<file path="src/rtl/biriscv_mul_arbiter.sv">
`default_nettype none
// ============================================================================
// Module   : biriscv_mul_arbiter
// Purpose  : Shares a single iterative multiplier between the two issue pipes
//            of the dual-issue core. Holds one active op and one pending op.
//            It launches them one after another and returns each result tagged
//            with its pipe and destination register. On a flush, an op that is
//            already inside the multiplier is drained and its result is
//            dropped.
// Options  : BIRISCV_MUL_ARB_WATCHDOG_EN - when defined, enables a sticky
//            watchdog on error_o after WATCHDOG_CYCLES cycles in WAIT/DRAIN.
//            When undefined, error_o is tied low.
// Revision : 1.0 - initial release
// ============================================================================
module biriscv_mul_arbiter #(
  parameter int WATCHDOG_CYCLES = 15
) (
  input  logic        clk_i,
  input  logic        rst_i,
  input  logic        req0_valid_i,
  output logic        req0_ready_o,
  input  logic [31:0] req0_ra_i,
  input  logic [31:0] req0_rb_i,
  input  logic [4:0]  req0_rd_idx_i,
  input  logic        req1_valid_i,
  output logic        req1_ready_o,
  input  logic [31:0] req1_ra_i,
  input  logic [31:0] req1_rb_i,
  input  logic [4:0]  req1_rd_idx_i,
  input  logic        flush_i,
  output logic        mul_valid_o,
  output logic [31:0] mul_ra_o,
  output logic [31:0] mul_rb_o,
  input  logic        mul_wb_valid_i,
  input  logic [31:0] mul_wb_value_i,
  output logic        wb_valid_o,
  output logic        wb_pipe_o,
  output logic [4:0]  wb_rd_idx_o,
  output logic [31:0] wb_value_o,
  output logic        busy_o,
  output logic        error_o
);

  typedef enum logic [1:0] {
    ST_IDLE  = 2'd0,
    ST_ISSUE = 2'd1,
    ST_WAIT  = 2'd2,
    ST_DRAIN = 2'd3
  } state_t;

  state_t      state_q, state_d;

  // Active slot: the op being launched or already inside the multiplier
  logic        act_pipe_q, act_pipe_d;
  logic [4:0]  act_rd_q,   act_rd_d;
  logic [31:0] act_ra_q,   act_ra_d;
  logic [31:0] act_rb_q,   act_rb_d;

  // Pending slot: only filled by a dual accept, so it always holds a pipe 1 op
  logic        pend_valid_q, pend_valid_d;
  logic [4:0]  pend_rd_q,    pend_rd_d;
  logic [31:0] pend_ra_q,    pend_ra_d;
  logic [31:0] pend_rb_q,    pend_rb_d;

  logic        mul_valid_q, mul_valid_d;
  logic        busy_q,      busy_d;
  logic        w_wb_valid;
  logic        w_accept_ok;

  // Requests are taken only in IDLE, and never in a flush cycle
  assign w_accept_ok  = (state_q == ST_IDLE) && !flush_i;
  assign req0_ready_o = w_accept_ok;
  assign req1_ready_o = w_accept_ok;

  // Next-state logic, slot updates and the combinational writeback strobe
  always_comb begin
    state_d      = state_q;
    act_pipe_d   = act_pipe_q;
    act_rd_d     = act_rd_q;
    act_ra_d     = act_ra_q;
    act_rb_d     = act_rb_q;
    pend_valid_d = pend_valid_q;
    pend_rd_d    = pend_rd_q;
    pend_ra_d    = pend_ra_q;
    pend_rb_d    = pend_rb_q;
    w_wb_valid   = 1'b0;

    case (state_q)
      ST_IDLE: begin
        if (!flush_i) begin
          if (req0_valid_i) begin
            // Pipe 0 holds the older instruction, so it goes first
            act_pipe_d = 1'b0;
            act_rd_d   = req0_rd_idx_i;
            act_ra_d   = req0_ra_i;
            act_rb_d   = req0_rb_i;
            state_d    = ST_ISSUE;
            if (req1_valid_i) begin
              pend_valid_d = 1'b1;
              pend_rd_d    = req1_rd_idx_i;
              pend_ra_d    = req1_ra_i;
              pend_rb_d    = req1_rb_i;
            end
          end else if (req1_valid_i) begin
            act_pipe_d = 1'b1;
            act_rd_d   = req1_rd_idx_i;
            act_ra_d   = req1_ra_i;
            act_rb_d   = req1_rb_i;
            state_d    = ST_ISSUE;
          end
        end
      end

      ST_ISSUE: begin
        // The launch strobe fires this cycle no matter what; a flush only
        // means the result will be thrown away later
        if (flush_i) begin
          pend_valid_d = 1'b0;
          state_d      = ST_DRAIN;
        end else begin
          state_d      = ST_WAIT;
        end
      end

      ST_WAIT: begin
        if (mul_wb_valid_i) begin
          if (flush_i) begin
            pend_valid_d = 1'b0;
            state_d      = ST_IDLE;
          end else begin
            w_wb_valid = 1'b1;
            if (pend_valid_q) begin
              // The multiplier is idle again from the next cycle, so the
              // pending op can launch right away
              act_pipe_d   = 1'b1;
              act_rd_d     = pend_rd_q;
              act_ra_d     = pend_ra_q;
              act_rb_d     = pend_rb_q;
              pend_valid_d = 1'b0;
              state_d      = ST_ISSUE;
            end else begin
              state_d      = ST_IDLE;
            end
          end
        end else if (flush_i) begin
          pend_valid_d = 1'b0;
          state_d      = ST_DRAIN;
        end
      end

      ST_DRAIN: begin
        // Flushed op still inside the multiplier: swallow its result
        if (mul_wb_valid_i) begin
          state_d = ST_IDLE;
        end
      end

      default: begin
        state_d = ST_IDLE;
      end
    endcase

    mul_valid_d = (state_d == ST_ISSUE);
    busy_d      = (state_d != ST_IDLE) || pend_valid_d;
  end

  // State, slot and registered-output flops
  always_ff @(posedge clk_i or posedge rst_i) begin
    if (rst_i) begin
      state_q      <= ST_IDLE;
      act_pipe_q   <= 1'b0;
      act_rd_q     <= 5'd0;
      act_ra_q     <= 32'd0;
      act_rb_q     <= 32'd0;
      pend_valid_q <= 1'b0;
      pend_rd_q    <= 5'd0;
      pend_ra_q    <= 32'd0;
      pend_rb_q    <= 32'd0;
      mul_valid_q  <= 1'b0;
      busy_q       <= 1'b0;
    end else begin
      state_q      <= state_d;
      act_pipe_q   <= act_pipe_d;
      act_rd_q     <= act_rd_d;
      act_ra_q     <= act_ra_d;
      act_rb_q     <= act_rb_d;
      pend_valid_q <= pend_valid_d;
      pend_rd_q    <= pend_rd_d;
      pend_ra_q    <= pend_ra_d;
      pend_rb_q    <= pend_rb_d;
      mul_valid_q  <= mul_valid_d;
      busy_q       <= busy_d;
    end
  end

  assign mul_valid_o = mul_valid_q;
  assign mul_ra_o    = act_ra_q;
  assign mul_rb_o    = act_rb_q;
  assign wb_valid_o  = w_wb_valid;
  assign wb_pipe_o   = act_pipe_q;
  assign wb_rd_idx_o = act_rd_q;
  assign wb_value_o  = w_wb_valid ? mul_wb_value_i : 32'd0;
  assign busy_o      = busy_q;

`ifdef BIRISCV_MUL_ARB_WATCHDOG_EN
  localparam int C_WD_W = $clog2(WATCHDOG_CYCLES + 1);
  localparam logic [C_WD_W-1:0] C_WD_LIMIT = C_WD_W'(WATCHDOG_CYCLES);

  logic [C_WD_W-1:0] wd_cnt_q, wd_cnt_d;
  logic              error_q,  error_d;

  // Count cycles spent waiting on the multiplier; saturate at the limit
  always_comb begin
    wd_cnt_d = wd_cnt_q;
    if (state_d == ST_ISSUE) begin
      wd_cnt_d = '0;
    end else if (((state_q == ST_WAIT) || (state_q == ST_DRAIN)) &&
                 (wd_cnt_q != C_WD_LIMIT)) begin
      wd_cnt_d = wd_cnt_q + C_WD_W'(1);
    end
    error_d = error_q || (wd_cnt_d == C_WD_LIMIT);
  end

  // Watchdog counter and sticky error flag
  always_ff @(posedge clk_i or posedge rst_i) begin
    if (rst_i) begin
      wd_cnt_q <= '0;
      error_q  <= 1'b0;
    end else begin
      wd_cnt_q <= wd_cnt_d;
      error_q  <= error_d;
    end
  end

  assign error_o = error_q;
`else
  logic w_unused_wd;
  assign w_unused_wd = (WATCHDOG_CYCLES != 0);
  assign error_o     = 1'b0;
`endif

endmodule
`default_nettype wire

</file>
<file path="config.mk">
export PLATFORM = sky130hd
export DESIGN_NAME = biriscv_mul_arbiter
export DESIGN_NICKNAME = d
export VERILOG_FILES = /design/src/rtl/biriscv_mul_arbiter.sv
export SDC_FILE = /design/constraint.sdc
export NUM_CORES = 1
export LEC_CHECK = 0
export ABC_CLOCK_PERIOD_IN_PS = 9300
export BUFFER_PORTS_ARGS = -buffer_cell sky130_fd_sc_hd__buf_2
export CAP_MARGIN = 20
export CORE_MARGIN = 2
export CORE_UTILIZATION = 43
export DETAILED_ROUTE_END_ITERATION = 12
export GPL_TIMING_DRIVEN = 0
export PLACE_DENSITY = 0.73
export SLEW_MARGIN = 30
export SYNTH_ARGS = -nofsm -noshare
export SYNTH_HDL_FRONTEND = slang
export SYNTH_SLANG_ARGS = --single-unit
</file>
<file path="constraint.sdc">
create_clock -name clk_i -period 9.3 [get_ports clk_i]
set_input_delay 0.93 -clock clk_i [delete_from_list [all_inputs] [get_ports clk_i]]
set_output_delay 0.93 -clock clk_i [all_outputs]
set_load 0.01 [all_outputs]
</file>
# After elaboration in Yosys (flattened, before gate mapping)
# Cells that the tools add are included.
# totals
reg_bits,144
wordCells,77
# classes
n_eq_ne,9
n_bitwise,1
mux,48
reduce_logical,8
# op_table
op,count
2-to-1 mux 32 bit,13
case mux 32 bit (2 select lines),2
2-to-1 mux 5 bit,6
2-to-1 mux 1 bit,17
2-to-1 mux 2 bit,6
case mux 5 bit (2 select lines),1
!= test 2 bit (second input constant),4
case mux 2 bit (4 select lines),1
AND reduction 6 bit,1
equality test 2 x 1 -> 1 bit (second input constant),2
equality test 2 bit (second input constant),2
AND reduction 4 bit,1
nonzero test 2 bit,2
!= test 3 bit (second input constant),1
case mux 1 bit (3 select lines),1
zero test 2 bit,1
case mux 1 bit (2 select lines),1
logical AND 1 bit,1
zero test 1 bit,1
logical OR 1 bit,1
inverter 1 bit,1

# Longest topological paths before layout
# Gate-level depths: netlist of the first run.
# logic_depth
ltp_word,6
depth_mapped,8
depth_no_buf,4

# Worst setup path before layout of the first run
# Ideal clock, no wire load.
# synth_path
path_type,input to output
from,in flush_i
to,out wb_value_o[22]
setup_slack_ps,6582
t_arrival_ps,1788
cell_stages,3
path_cell_list,nor3b_1 clkbuf_1 and2_1
# synth_between
elab_chain_len,4
# synth_rtl
item,line_no,rtl
from (decl),30,"input logic flush_i,"
2-to-1 mux 1 bit,127,if (flush_i) begin
2-to-1 mux 1 bit,126,if (mul_wb_valid_i) begin
2-to-1 mux 1 bit,88,case (state_q)
via wb_valid_o,36,"output logic wb_valid_o,"
2-to-1 mux 32 bit,202,assign wb_value_o = w_wb_valid ? mul_wb_value_i : 32'd0;
to (decl),39,"output logic [31:0] wb_value_o,"
# The timed path passes the listed nets, and every way through them passes these cells.

# Worst setup path after layout of the first run
# layout_path
from,reg state_q[0]
to,out wb_value_o[15]
# layout_between
elab_chain_len,3
# layout_rtl
item,line_no,rtl
from (decl),51,"state_t state_q, state_d;"
from (signal assigned),182,state_q <= state_d;
equality test 2 bit,88,
2-to-1 mux 1 bit,88,
2-to-1 mux 32 bit,202,
# Every way passes these cells.

==> results of run 1 <==
==> worst max-delay path by stage <==
stage,cells past startpoint,from,to
2_1_floorplan,1,rst_i,busy_o
6_report,5,state_q[0],wb_value_o[15]
3_5_place_dp,5,mul_wb_valid_i,wb_value_o[15]
3_3_place_gp,2,rst_i,pend_ra_q[12]
4_1_cts,5,state_q[0],wb_value_o[15]
5_1_grt,5,state_q[0],wb_value_o[21]
==> worst min-delay path, cell delays in order, from the launching register on <==
cell and delay (ns):
dfrtp_1 0.34, nand2_1 0.04, o21ai_0 0.06
==> sequential cells by signal (all words and copies together), names as in the netlist <==
signal / count
busy_o: 1
pend_rb_q: 32
wb_pipe_o: 1
mul_valid_o: 1
mul_ra_o: 32
mul_rb_o: 32
pend_valid_q: 1
wb_rd_idx_o: 5
pend_ra_q: 32
state_q: 2
pend_rd_q: 5
==> logic make-up (layout without fill, tap and decap cells) <==
family          count (synthesis)  in the layout  synth area share
flops                         144            144            0.5200
compound gates                148            148            0.1098
simple gates                  188            188            0.1179
other cells                     1              3         0.0005411
mux                           138            138            0.2118
buf+inv                        55            369           0.04008
==> metal layers <==
metal  track usage  part of all wire  up-vias
met3       0.05456             0.060       33
li1              -                 -     2901
met4        0.1014             0.029        0
met5             0                 0        -
met1        0.2650              0.40     2841
met2        0.3837              0.51      226
==> synthesized netlist by cell type, types with 2 or more instances <==
cell type,number,area share
o21ai_1,8,0.0058
nor2_1,7,0.0038
mux2_2,59,0.096
buf_2,12,0.0087
mux2i_1,69,0.10
buf_6,4,0.0065
clkbuf_1,25,0.014
o21a_1,2,0.0022
mux2_1,10,0.016
buf_4,7,0.0076
inv_1,3,0.0016
o21ai_0,131,0.095
dfrtp_1,144,0.52
buf_1,4,0.0022
nand2_1,142,0.077
a21oi_1,3,0.0022
and2_1,32,0.029
==> through the flow <==
step | cell area [µm²] | utilization | setup slack, ns
final | 9266 | 0.5855 | 5.966
after CTS | 9261 | 0.5851 | 5.866
after global routing | 9264 | 0.5853 | 5.681
after detailed placement | 8642 | 0.5460 | 5.952
after global placement | 8607 | 0.5438 | 2.777
after floorplan | 6930 | - | 4.504
==> final cells by class <==
cell class	count	area, µm²
clock inverters	13	186.4
multi-input cells	475	3049
repair buffers	282	1434
clock buffers	19	432.9
diodes	2	5.005
inverters	3	18.77
plain buffers	52	266.5
well taps	216	270.3
fillers	1387	6561
flip-flops and latches	144	3603
==> power breakdown <==
group	switching [mW]	leakage, nW	internal, mW
clock network	0.276	0.290	0.450
registers	0.139	1.79	0.914
logic	0.523	2.80	0.397
total	0.938	4.89	1.76
==> run metrics, run 1 <==
status completed; most frequent cells in the layout buf_2, dfrtp_1, nand2_1, o21ai_0, mux2i_1; Worst Hold Margin 0.4736 ns; Power Dens Cells 291.4 nW/µm²; drt first pass iters 4; Hold-fix buffers, CTS 0; Final Hold Viols 0; Min-Delay Path Class reg2reg; Reg2Reg Setup Slack 7.21 ns; syn avg cell area 10.28 µm²; chip width 131.0 µm; drt total wl 19270 µm; DRC viols 0; WP buf/inv 2; critical path type reg2out; # Post-CTS Setup Buffers 0; area of the mapped netlist 6930 µm²; GR Overflow Total 0; largest net degree at the start of global routing 84; Arr. time, crit path 2.40 ns; Tcrit/Tclk final 0.3585; Starting Density 0.4379; initial antenna violation count 2; worst-case headroom to the max-slew limit 0.5310; HPWL after DPL 14190 µm; DP Cell Count 1172; post-synthesis sequential area ratio 0.5199; highest cell delay on the worst timing path 0.63 ns; crit-path leading delay family simple AND/OR/NAND/NOR gates; drt first-iter violations 261; syn nets 850; crit end category output pin; slowest CP cell nor3b_1; #FFs+latches synth 144; Post-synth EDFFs 0; H-tree level count 4; first-pass GRT wire length 29100 µm; CTS sink cnt 144; measured slew at the worst slew-check pin 0.7020 ns; most common cell after layout, fill and taps aside buf_2; Syn-to-layout area delta 33.71%; CTS tree built; synth warn 0; Die H 131.0 µm; clock tree buffer depth 2; post-route antenna net violation count 0; gr usage total 0.2233; total CTS buffers 17; Hold EP mul_rb_o[6]; final setup fails 0; ys async rst share 1.000; Data required, critical path 8.37 ns; vias in the first global route 5810; Final Max Slew Viols 0; worst-skew pair later-pin latency 0.42 ns; Vias/cell 4.976; IO Pins 284; fmax 0.2999 GHz; total die area 17150 µm²; Worst Path Max Fanout 10; reg2reg path depth 6; Final Wtd Congestion 0.7963; Mapped Cells 674; Peak supply drop 126.0 µV; CTS root buf clkbuf_16; Tmin final 3.334 ns; Port-buffer cells 281; post_cts resized 0; total core area 15830 µm²; startpoint types flop; DR vias 6001; total of max-cap violations 0; layout cells sized above 1 0.4018; Hold Crit Depth 2; worst r2r dst pend_rb_q[27]; CP Cell Sequence nand2b_1 -> nor3b_1 -> clkbuf_1 -> and2_1 -> buf_2; Leakage Power 4.888 nW; wire per inst 15.98 µm; CTS clk-pin slew, worst paths 0.06 ns; Netlist cell types 29; Nets 1151; setup_tns 0 ns; std cell rows 46; total power 2.700 mW; Final Skew 0.007607 ns; fin cells 1206; RR Startpoint state_q[0]; RSZ-0062 raised after global routing no; worst hold start mul_rb_o[6]; Primary FF master, synth dfrtp_1
Note: power is estimated with default switching activity, not from simulation.
==> inputs of run 2 (changes only) <==
ABC_CLOCK_PERIOD_IN_PS = 3100   (was 9300)
clock period = 3.1 ns   (was 9.3 ns; I/O delays follow)
==> run 2 against run 1 <==
  * Die area stayed put
  * Utilization is 0.61 points higher
  * Sequential cell count stayed put
  * Sequential power grew to 3.0 times the previous value
  * Cell area is 1.0% higher
  * Critical path depth stayed put
  * Clock power grew to 3.0 times the previous value
  * Critical path type unchanged
  * Critical endpoint is now wb_value_o[3]
  * Largest cell class unchanged
==> run metrics, run 2 (synthesis results as in run 1) <==
status completed; area of placed instances 8726 µm²; DR vias 5996; HPWL after DPL 14440 µm; total power 8.092 mW; CTS clk-pin slew, worst paths 0.06 ns; GR Overflow Total 0; vias in the first global route 5875; worst-case headroom to the max-slew limit 0.4949; fmax 0.3592 GHz; total of max-cap violations 0; Tmin final 2.784 ns; Die H 131.0 µm; wire per inst 15.71 µm; Hold-fix buffers, CTS 1; gr usage total 0.2193; IO Pins 284; drt first pass iters 4; std cell rows 46; clock tree buffer depth 2; CP Cell Sequence nand2b_1 -> nor3b_1 -> clkbuf_1 -> and2_1 -> buf_2; largest net degree at the start of global routing 32; critical path type reg2out; RSZ-0062 raised after global routing no; area of the multi-input gates 3049 µm²; most common cell after layout, fill and taps aside buf_2; most frequent cells in the layout buf_2, dfrtp_1, nand2_1, o21ai_0, mux2i_1; CTS sink cnt 144; Final Hold Viols 0; first-pass GRT wire length 28730 µm; drt first-iter violations 235; DRC viols 0; Data required, critical path 2.79 ns; highest cell delay on the worst timing path 0.68 ns; layout cells sized above 1 0.4052; startpoint types flop; Power Dens Cells 864.3 nW/µm²; setup_tns 0 ns; Arr. time, crit path 2.47 ns; initial antenna violation count 0; drt total wl 18980 µm; H-tree level count 4; Starting Density 0.4379; register area 3603 µm²; Leakage Power 4.936 nW; worst-skew pair later-pin latency 0.42 ns; # Post-CTS Setup Buffers 0; slowest CP cell nor3b_1; post-route antenna net violation count 0; Final Wtd Congestion 0.8117; measured slew at the worst slew-check pin 0.7560 ns; Worst Path Max Fanout 10; ant diodes 0; Min-Delay Path Class in2reg; Nets 1156; Final Max Slew Viols 0; design area 9363 µm²; CTS tree built; CTS root buf clkbuf_16; Port-buffer cells 281; Tcrit/Tclk final 0.8981; post_cts resized 0; final setup fails 0; fill cell count 1399; crit end category output pin; Peak supply drop 395.1 µV; Final Skew 0.006642 ns; Syn-to-layout area delta 35.10%; total CTS buffers 17; Vias/cell 4.964; chip width 131.0 µm; total die area 17150 µm²; total core area 15830 µm²
run 2: through the flow:
step	setup slack, ns	hold slack [ns]	util	std cells
detailed placement	0.7152	0.3787	0.5513	1176
floorplan	0.9850	0.4447	-	674
CTS	0.2643	0.1102	0.5915	1208
global placement	0.05687	0.4564	0.5440	1171
finish	0.3158	0.1223	0.5915	1208
global route	0.04064	0.1159	0.5915	1208
run 2: critical path: cells and delay by family (launching register included):
kind	cells	cell delay (ns)
flops	1	0.42
buf+inv	2	0.47
simple gates	3	1.17
run 2: layout make-up:
| type | instances | share of cell area |
|---|---|---|
| Buffer | 52 | 0.02846 |
| Clock buffer | 18 | 0.04691 |
| Clock inverter | 13 | 0.02005 |
| Inverter | 3 | 0.001604 |
| Multi-Input combinational cell | 475 | 0.3257 |
| Sequential cell | 144 | 0.3849 |
| Tap cell | 216 | 0.02887 |
| Timing Repair Buffer | 287 | 0.1636 |
run 2: worst paths after layout:
path	from	endpoint	slack (ns)	depth (start not counted)
worst min register to register	mul_rb_o[17]	mul_rb_o[17]	0.47	2
min in group asynchronous	rst_i	mul_rb_o[22]	0.49	3
worst max-delay path	state_q[0]	wb_value_o[3]	0.32	5
worst max register to register	state_q[0]	mul_ra_o[4]	0.99	6
worst min-delay path	req1_rb_i[26]	pend_rb_q[26]	0.12	2
max in group asynchronous	rst_i	pend_ra_q[26]	1.72	6
run 2: per-layer routing:
layer | global-route usage | up-vias | wire length [µm]
li1 | - | 2910 | -
met1 | 0.2557 | 2831 | 7669
met2 | 0.3910 | 219 | 9775
met3 | 0.05130 | 36 | 1075
met4 | 0.08511 | 0 | 463
met5 | 0 | - | 0
run 2: power by group:
| group | switching, mW | internal (mW) | total, mW |
|---|---|---|---|
| combinational | 1.56 | 1.20 | 2.76 |
| sequential | 0.418 | 2.74 | 3.16 |
| clock | 0.802 | 1.37 | 2.17 |
